### src/rtl/fifo_arb_pkg.sv
// fifo_arb_pkg: shared state encoding, sizing helper and default parameters for fifo_wr_arbiter.
package fifo_arb_pkg;

   typedef enum logic {ST_IDLE, ST_BURST} state_t;

   localparam int DEF_WIDTH     = 8;
   localparam int DEF_NREQ      = 4;
   localparam int DEF_BURST_LEN = 4;

   function automatic int clog2(input int n);
      int r;
      r = 0;
      while ((1 << r) < n) r++;
      return r;
   endfunction

endpackage

### src/rtl/rr_priority_pick.sv
// rr_priority_pick: rotating-priority selector; returns the first set request at or after rr, wrapping.
module rr_priority_pick
   import fifo_arb_pkg::*;
#(
   parameter int NREQ = DEF_NREQ,
   parameter int IW   = clog2(NREQ)
)(
   input  logic [NREQ-1:0] req,
   input  logic [IW-1:0]   rr,
   output logic [IW-1:0]   idx,
   output logic            any
);

   // Scan from the lowest priority down so the closest request to rr wins.
   always_comb begin
      idx = '0;
      any = |req;
      for (int i = NREQ - 1; i >= 0; i--)
         if (req[(int'(rr) + i) % NREQ]) idx = IW'((int'(rr) + i) % NREQ);
   end

endmodule

### src/rtl/fifo_wr_arbiter.sv
// fifo_wr_arbiter: round-robin burst write arbiter sharing one FIFO write port among NREQ producers.
// Define FIFO_WR_ARBITER_AFULL_THROTTLE_EN to hold off new grants while the FIFO is almost full.
module fifo_wr_arbiter
   import fifo_arb_pkg::*;
#(
   parameter int WIDTH     = DEF_WIDTH,
   parameter int NREQ      = DEF_NREQ,
   parameter int BURST_LEN = DEF_BURST_LEN
)(
   input  logic                  I_CLK,
   input  logic                  I_RESET,
   input  logic [NREQ-1:0]       I_REQ_VALID,
   input  logic [NREQ*WIDTH-1:0] I_REQ_DATA,
   output logic [NREQ-1:0]       O_REQ_READY,
   input  logic                  I_FIFO_FULL,
   input  logic                  I_FIFO_AFULL,
   output logic                  O_FIFO_WE,
   output logic [WIDTH-1:0]      O_FIFO_DIN,
   output logic [NREQ-1:0]       O_GRANT,
   output logic                  O_BUSY
);

   localparam int IW = clog2(NREQ);
   localparam int BW = clog2(BURST_LEN) + 1;

   state_t          state_q, state_d;
   logic [NREQ-1:0] grant_q, grant_d;
   logic [IW-1:0]   g_q, g_d;
   logic [IW-1:0]   rr_q, rr_d;
   logic [BW-1:0]   bc_q, bc_d;
   logic [IW-1:0]   pick_idx;
   logic            pick_any;
   logic            launch;
   logic            busy;
   logic            valid_g;
   logic            open;

   rr_priority_pick #(.NREQ(NREQ), .IW(IW)) u_pick (
      .req (I_REQ_VALID),
      .rr  (rr_q),
      .idx (pick_idx),
      .any (pick_any)
   );

`ifdef FIFO_WR_ARBITER_AFULL_THROTTLE_EN
   assign launch = pick_any & ~I_FIFO_AFULL;
`else
   logic unused_afull;
   assign unused_afull = I_FIFO_AFULL;
   assign launch       = pick_any;
`endif

   assign busy        = state_q == ST_BURST;
   assign valid_g     = I_REQ_VALID[g_q];
   assign open        = busy & ~I_FIFO_FULL & ~I_RESET;
   assign O_FIFO_WE   = open & valid_g;
   assign O_REQ_READY = open ? NREQ'(1) << g_q : '0;
   assign O_FIFO_DIN  = I_REQ_DATA[int'(g_q)*WIDTH +: WIDTH];
   assign O_GRANT     = grant_q;
   assign O_BUSY      = busy;

   // A FULL stall leaves every register untouched, so the grant survives a valid drop until FULL clears.
   always_comb begin
      state_d = state_q;
      grant_d = grant_q;
      g_d     = g_q;
      rr_d    = rr_q;
      bc_d    = bc_q;
      if (!busy) begin
         if (launch) begin
            state_d = ST_BURST;
            g_d     = pick_idx;
            grant_d = NREQ'(1) << pick_idx;
            bc_d    = '0;
         end
      end else begin
         bc_d = O_FIFO_WE ? bc_q + BW'(1) : bc_q;
         if ((O_FIFO_WE & (bc_q == BW'(BURST_LEN - 1))) | (~valid_g & ~I_FIFO_FULL)) begin
            state_d = ST_IDLE;
            grant_d = '0;
            rr_d    = (g_q == IW'(NREQ - 1)) ? '0 : g_q + IW'(1);
         end
      end
   end

   always_ff @(posedge I_CLK) begin
      if (I_RESET) begin
         state_q <= ST_IDLE;
         grant_q <= '0;
         g_q     <= '0;
         rr_q    <= '0;
         bc_q    <= '0;
      end else begin
         state_q <= state_d;
         grant_q <= grant_d;
         g_q     <= g_d;
         rr_q    <= rr_d;
         bc_q    <= bc_d;
      end
   end

endmodule

### config.mk
export PLATFORM = sky130hd
export DESIGN_NAME = fifo_wr_arbiter
export DESIGN_NICKNAME = d
export VERILOG_FILES = /design/src/rtl/fifo_arb_pkg.sv /design/src/rtl/rr_priority_pick.sv /design/src/rtl/fifo_wr_arbiter.sv
export SDC_FILE = /design/constraint.sdc
export NUM_CORES = 1
export LEC_CHECK = 0
export CORE_MARGIN = 2
export CORE_UTILIZATION = 33
export CTS_BUF_LIST = sky130_fd_sc_hd__clkbuf_2 sky130_fd_sc_hd__clkbuf_4 sky130_fd_sc_hd__clkbuf_8
export DETAILED_ROUTE_END_ITERATION = 7
export GPL_ROUTABILITY_DRIVEN = 0
export PLACE_DENSITY = 0.8
export SYNTH_ARGS = -nofsm -noshare
export SYNTH_HDL_FRONTEND = slang
export SYNTH_SLANG_ARGS = --single-unit
### constraint.sdc
create_clock -name I_CLK -period 1.6 [get_ports I_CLK]
set_input_delay 0.32 -clock I_CLK [delete_from_list [all_inputs] [get_ports I_CLK]]
set_output_delay 0.32 -clock I_CLK [all_outputs]
set_load 0.02 [all_outputs]
==> results.md, run 1 <==
- Leakage power: 0.794 nW
- YS warnings: 0
- Worst EP required: about 1300 ps
- Final ANT Viol Nets: 0
- Post-Synth Adder-Cell Area: under 10%
- Vias/cell: 5.27
- Maximum buffer depth of the clock tree: 2
- CP Max Fanout: 3
- # diodes: 0
- Mapped Avg Cell Area: 10.1 um^2
- Slew @ Worst Pin: 384 ps
- Post-synthesis sequential area ratio: 26.7%
- Clock Latency Late Sink: just under 300 ps
- CP arrival: 1480 ps
- Post-Route WL: between 3000 and 4000 um
- Tmin final: between 1500 and 2000 ps
- Die Area: 0.00316 mm^2
- FF+latch count, synth: 12
- Synth area leaders: dfxtp_1, mux4_2, ha_1
- Fmax: 557 MHz
- Final hold slack: around 470 ps
- Worst Setup Slack, final: -195 ps
- TNS Setup: -2630 ps
- Max-slew violation count: 0
- Vias in the first global route: about 1,100
- Switching share of power: 30.0%
- Initial antenna violation count: 0
- Setup Skew: 2.83 ps
- Top delay family on crit path: multiplexers
- Chip Width: 56.2 um
- Hold_buf cts: 0
- Logic pwr share: 43.6%
- Largest net degree at the start of global routing: 11
- Residual DRC: 0
- Mux contribution to synthesized area: 24.8%
- Hold WC Path Type: flop to flop
- Drt first pass iters: 4
- GRT Residual Overflow: 0
- CP Cell Sequence: mux4_2, nand2_4, inv_2, buf_6
- Clk sinks: 12
- Reg clk slew, reported paths: around 80 ps
- Mapped Area: about 900 um^2
- Prevailing post-synth register cell: dfxtp_1
- CP max-delay cell: mux4_2
- CTS tree: done
- Share of cells above drive strength 1: 40.8%
- CTS root buf: clkbuf_4
- Final period util: 112%
- Chip Height: 56.2 um
- Worst vdd ir: 0.513 mV
- CP Class: flop to primary output
- Global-route wire length before repair: about 5000 um
- Count of final setup violators: 20
- Total GRT Usage: approximately a fifth
- CORE AREA: 0.00252 mm^2
- Pre-CTS WS: -853 ps
- Post-synth top area share: 26.7%
- DR iter-0 viols: 27
- Routed vias: 1,048
- NumNets Final: 216
- Initial Util: 35.6%
- Hold path startpoint: O_GRANT[2]$_SDFFE_PP0P_
- Max cap viols: 0
- Outcome: complete, but fails checks
- Clock power frac: 24.6%
- Largest family of logic cells by synthesized area: multiplexers
- Seq pwr share: a little under a third
- Critical R2R Capture: O_GRANT[3]$_SDFFE_PP0P_
- Critical R2R Launch: g_q[0]$_SDFFE_PP0P_
- Row Count: 18
- Netlist cell types: 33
- R2r setup slk: -150 ps
- Share of async-settable or async-resettable flops after synthesis: 0%
- Top cell type by total area after synthesis: dfxtp_1
- Hold EP: O_GRANT[2]$_SDFFE_PP0P_
- Final Hold Vio Count: 0
- Critical Path Sink Type: primary output
- Complex-gate fraction of the synthesized area: 15.6%
- Syn Inst Count: 89
- Post-synth EDFFs: 0
- RSZ-0062 raised after global routing: true
- CP startpoint: g_q[0]$_SDFFE_PP0P_
- Synth Area in XOR/XNOR: 0%
- Avg WL per Cell: ~15 um
- Worst hold stages: 1
- Failing checks: negative setup slack
- Worst path depth: 4
- CP startpoint kind: flop
- DP HPWL: between 2000 and 2500 um
- Internal: 0.716 mW
- Syn_nets: around 140
- Buf/Inv on CP: 2
- Post-synth top cells: dfxtp_1, inv_1, mux4_2
- Worst slew margin: 74.4%
- Max stage delay on crit path: ~560 ps
- Ports: 58
- Dominant cell by count in the synthesized netlist: dfxtp_1
- Pwr/cell area: between 500 and 600 mW/mm^2
- H-tree depth: 1
- P&R area growth vs syn: 103%
- Reg2reg path depth: 6
- Simple-gate share of the synthesized area: 18.9%
- IO Port Bufs: 56
- Num CTS Buffers: 3
- P_sw: between 0.3 and 0.4 mW
-- power by group through the flow --
stage / clock, mW / combinational (mW) / sequential, mW
2_1_floorplan: 0 / 0.164 / 0.342
3_3_place_gp: 0 / 0.390 / 0.331
3_5_place_dp: 0 / 0.397 / 0.331
4_1_cts: 0.257 / 0.411 / 0.325
5_1_grt: 0.283 / 0.476 / 0.327
6_report: 0.252 / 0.447 / 0.325
-- state kept, by name (all words and copies together) (netlist names) --
name	flops
O_GRANT	4
g_q	2
rr_q	2
bc_q	3
O_BUSY	1
-- cell type report --
cell class | count | area (um^2)
multi-input combinational | 65 | 694
timing repair buffer | 79 | 771
tap | 30 | 37.5
sequential | 12 | 245
clock buffer | 4 | 36.3
inverter | 9 | 38.8
fill | 193 | 699
-- cells in the final DEF (no fill, tap or decap), types with 6 or more instances in the layout --
master,netlist,final
clkdlybuf4s50_1,0,33
dfxtp_1,12,10
mux4_2,9,9
inv_1,9,6
buf_4,1,19
buf_6,0,15
dlygate4sd2_1,0,7
nor2_1,6,6
-- cells by family after synthesis --
group,count (synthesis)
mux,11
flops,12
compound gates,17
fa+ha+maj,6
simple gates,31
buf+inv,12
-- stage by stage --
stage	std cells	total power, mW	instance area (um^2)	util [%]
global placement	190	0.721	1620	64.0
detailed placement	190	0.728	1620	64.0
finish	199	1.02	1820	72.3
CTS	197	0.993	1690	67.0
floorplan	89	0.506	901	-
global route	199	1.09	1820	72.3
-- routing by layer --
layer  global-route usage (%)  part of all wire [%]  wire length (um)
met4                     7.14                   1.7                53
met5                        0                     0                 0
met1                     22.0                    39              1180
met3                     6.28                   8.4               257
met2                     36.5                    51              1560
-- worst max-delay path by stage --
stage	endpoint	slack [ps]
after global routing	O_FIFO_DIN[5]	-250
final	O_FIFO_WE	-200
after global placement	O_FIFO_WE	-790
after floorplan	O_FIFO_WE	-5
after CTS	O_FIFO_DIN[3]	-200
after detailed placement	O_FIFO_WE	-850
-- timing repair --
item	CTS	global route
gates resized for setup	89	30
setup endpoints to repair	22	23
pin swaps	2	2
setup buffers	3	2
Note: power is estimated with default switching activity, not from simulation.
==> run 2: changes to the inputs <==
--- a/config.mk
+++ b/config.mk
@@ -9,8 +9,7 @@
 export CORE_UTILIZATION = 33
 export CTS_BUF_LIST = sky130_fd_sc_hd__clkbuf_2 sky130_fd_sc_hd__clkbuf_4 sky130_fd_sc_hd__clkbuf_8
 export DETAILED_ROUTE_END_ITERATION = 7
-export GPL_ROUTABILITY_DRIVEN = 0
-export PLACE_DENSITY = 0.8
+export PLACE_DENSITY = 0.76
 export SYNTH_ARGS = -nofsm -noshare
 export SYNTH_HDL_FRONTEND = slang
 export SYNTH_SLANG_ARGS = --single-unit
==> results.md, run 2 (same netlist as run 1, synthesis figures left out) <==
- Outcome: complete, but fails checks
- Failing checks: negative setup slack
- H-tree depth: 1 (unchanged)
- Initial Util: 35.6% (unchanged)
- CP startpoint kind: flop
- Residual DRC: 0 (unchanged)
- Worst hold stages: 1 (unchanged)
- Clock Latency Late Sink: 290 ps (about the same)
- Max reg flops: 4 (unchanged)
- Ports: 58 (unchanged)
- RSZ-0062 raised after global routing: true
- Reg2reg path depth: 5 (-1)
- Post-Route WL: 2950 um (-3.6%)
- Reg clk slew, reported paths: 80 ps (about the same)
- Worst slew margin: 67.8% (-6.6 points)
- TNS Setup: -2020 ps (+605 ps)
- Avg WL per Cell: 14.8 um (-3.6%)
- Initial antenna violation count: 0 (unchanged)
- Maximum buffer depth of the clock tree: 2 (unchanged)
- Die Area: 0.00316 mm^2 (unchanged)
- Chip Width: 56.2 um (unchanged)
- # diodes: 0 (unchanged)
- Count of final setup violators: 17 (-15%)
- Most common cell after layout, fill and taps aside: clkdlybuf4s50_1
- DP HPWL: 2320 um (-3.4%)
- Fmax: 556 MHz (-0.21%)
- DR iter-0 viols: 10 (-63%)
- CTS root buf: clkbuf_4
- R2r setup slk: -30 ps (+120 ps)
- Final period util: 112% (+0.24 points)
- Slew @ Worst Pin: 483 ps (+98.7 ps)
- Pwr/cell area: 561 mW/mm^2 (about the same)
- GRT Residual Overflow: 0 (unchanged)
- Hold WC Path Type: flop to flop
- Commonest cells after routing, fill and taps aside: clkdlybuf4s50_1, buf_4, buf_6
- Final core occ: 71.4% (-0.84 points)
- Max-slew violation count: 0 (unchanged)
- Max cap viols: 0 (unchanged)
- Largest net degree at the start of global routing: 11 (unchanged)
- P&R area growth vs syn: 101%
- Tmin final: 1800 ps (+3.77 ps)
- Power Total: 1.01 mW (-1.2%)
- Routed vias: 1,046 (-0.19%)
- Vias/cell: 5.26 (-0.19%)
- Leakage power: 0.740 nW (-6.9%)
- Worst Setup Slack, final: -199 ps (-3.77 ps)
- Chip Height: 56.2 um (unchanged)
- CTS tree: done
- Worst vdd ir: 0.501 mV (-2.2%)
- Vias in the first global route: 1,068 (-1.7%)
- Drt first pass iters: 4 (unchanged)
- Hold_buf cts: 0 (unchanged)
- Critical Path Sink Type: primary output
- NumNets Final: 216 (unchanged)
- Final Hold Vio Count: 0 (unchanged)
- CORE AREA: 0.00252 mm^2 (unchanged)
- Share of cells above drive strength 1: 39.6% (-1.2 points)
- GPL Wtd Cong: 0.764
- Num CTS Buffers: 3 (unchanged)
- Total GRT Usage: 18.8% (-1.4 points)
- Row Count: 18 (unchanged)
- IO Port Bufs: 56 (unchanged)
- Pre-CTS WS: -761 ps (+92.5 ps)
- Setup Skew: 13.0 ps (+10.1 ps)
- Global-route wire length before repair: 4740 um (-4.6%)
- Final ANT Viol Nets: 0 (unchanged)
- Worst EP required: 1280 ps (about the same)
- Clk sinks: 12 (unchanged)
- CP Max Fanout: 3 (unchanged)
- CP Class: flop to primary output
- CP arrival: 1480 ps (about the same)
## run 2: area by class of cell
cell class | instances | area, um^2
Clock buffer | 4 | 36.3
Fill cell | 187 | 721
Inverter | 9 | 36.3
Multi-Input combinational cell | 65 | 682
Sequential cell | 12 | 245
Tap cell | 30 | 37.5
Timing Repair Buffer | 79 | 764
## run 2: worst paths after layout
path | from | to
worst max-delay path | g_q[0]$_SDFFE_PP0P_ | O_FIFO_WE
worst min register to register | O_GRANT[0]$_SDFFE_PP0P_ | O_GRANT[0]$_SDFFE_PP0P_
worst max register to register | g_q[0]$_SDFFE_PP0P_ | O_GRANT[2]$_SDFFE_PP0P_
worst min-delay path | O_GRANT[0]$_SDFFE_PP0P_ | O_GRANT[0]$_SDFFE_PP0P_
## run 2: critical path, cell delays in order, from the launching register on
cell and delay, ps:
dfxtp_4 380, mux4_2 560, nand2_4 90, inv_2 40, buf_6 120
## run 2: power by group
group	internal, mW	leakage, nW	switching (mW)
clock	0.139	0.0210	0.110
combinational	0.260	0.620	0.177
sequential	0.314	0.0990	0.0116
total	0.712	0.740	0.299
## run 2: layer usage
layer	vias up	share of wire (%)	global-route usage, %
li1	490	-	-
met1	487	38	20.9
met2	58	50	32.3
met3	11	9.6	8.14
met4	0	2.6	5.78
met5	-	0	0
## run 2: what timing repair did
action,CTS,global route
setup buffers,4,1
gates resized for setup,104,9
endpoints found under the hold margin,0,0
pin swaps,2,1
endpoints found under the setup margin,21,18
## run 2: through the flow
step	std cells	instance area [um^2]	hold slack [ps]
3_5_place_dp	191	1620	461
5_1_grt	199	1800	509
6_report	199	1800	471
3_3_place_gp	191	1620	453
4_1_cts	199	1760	475
2_1_floorplan	89	901	452
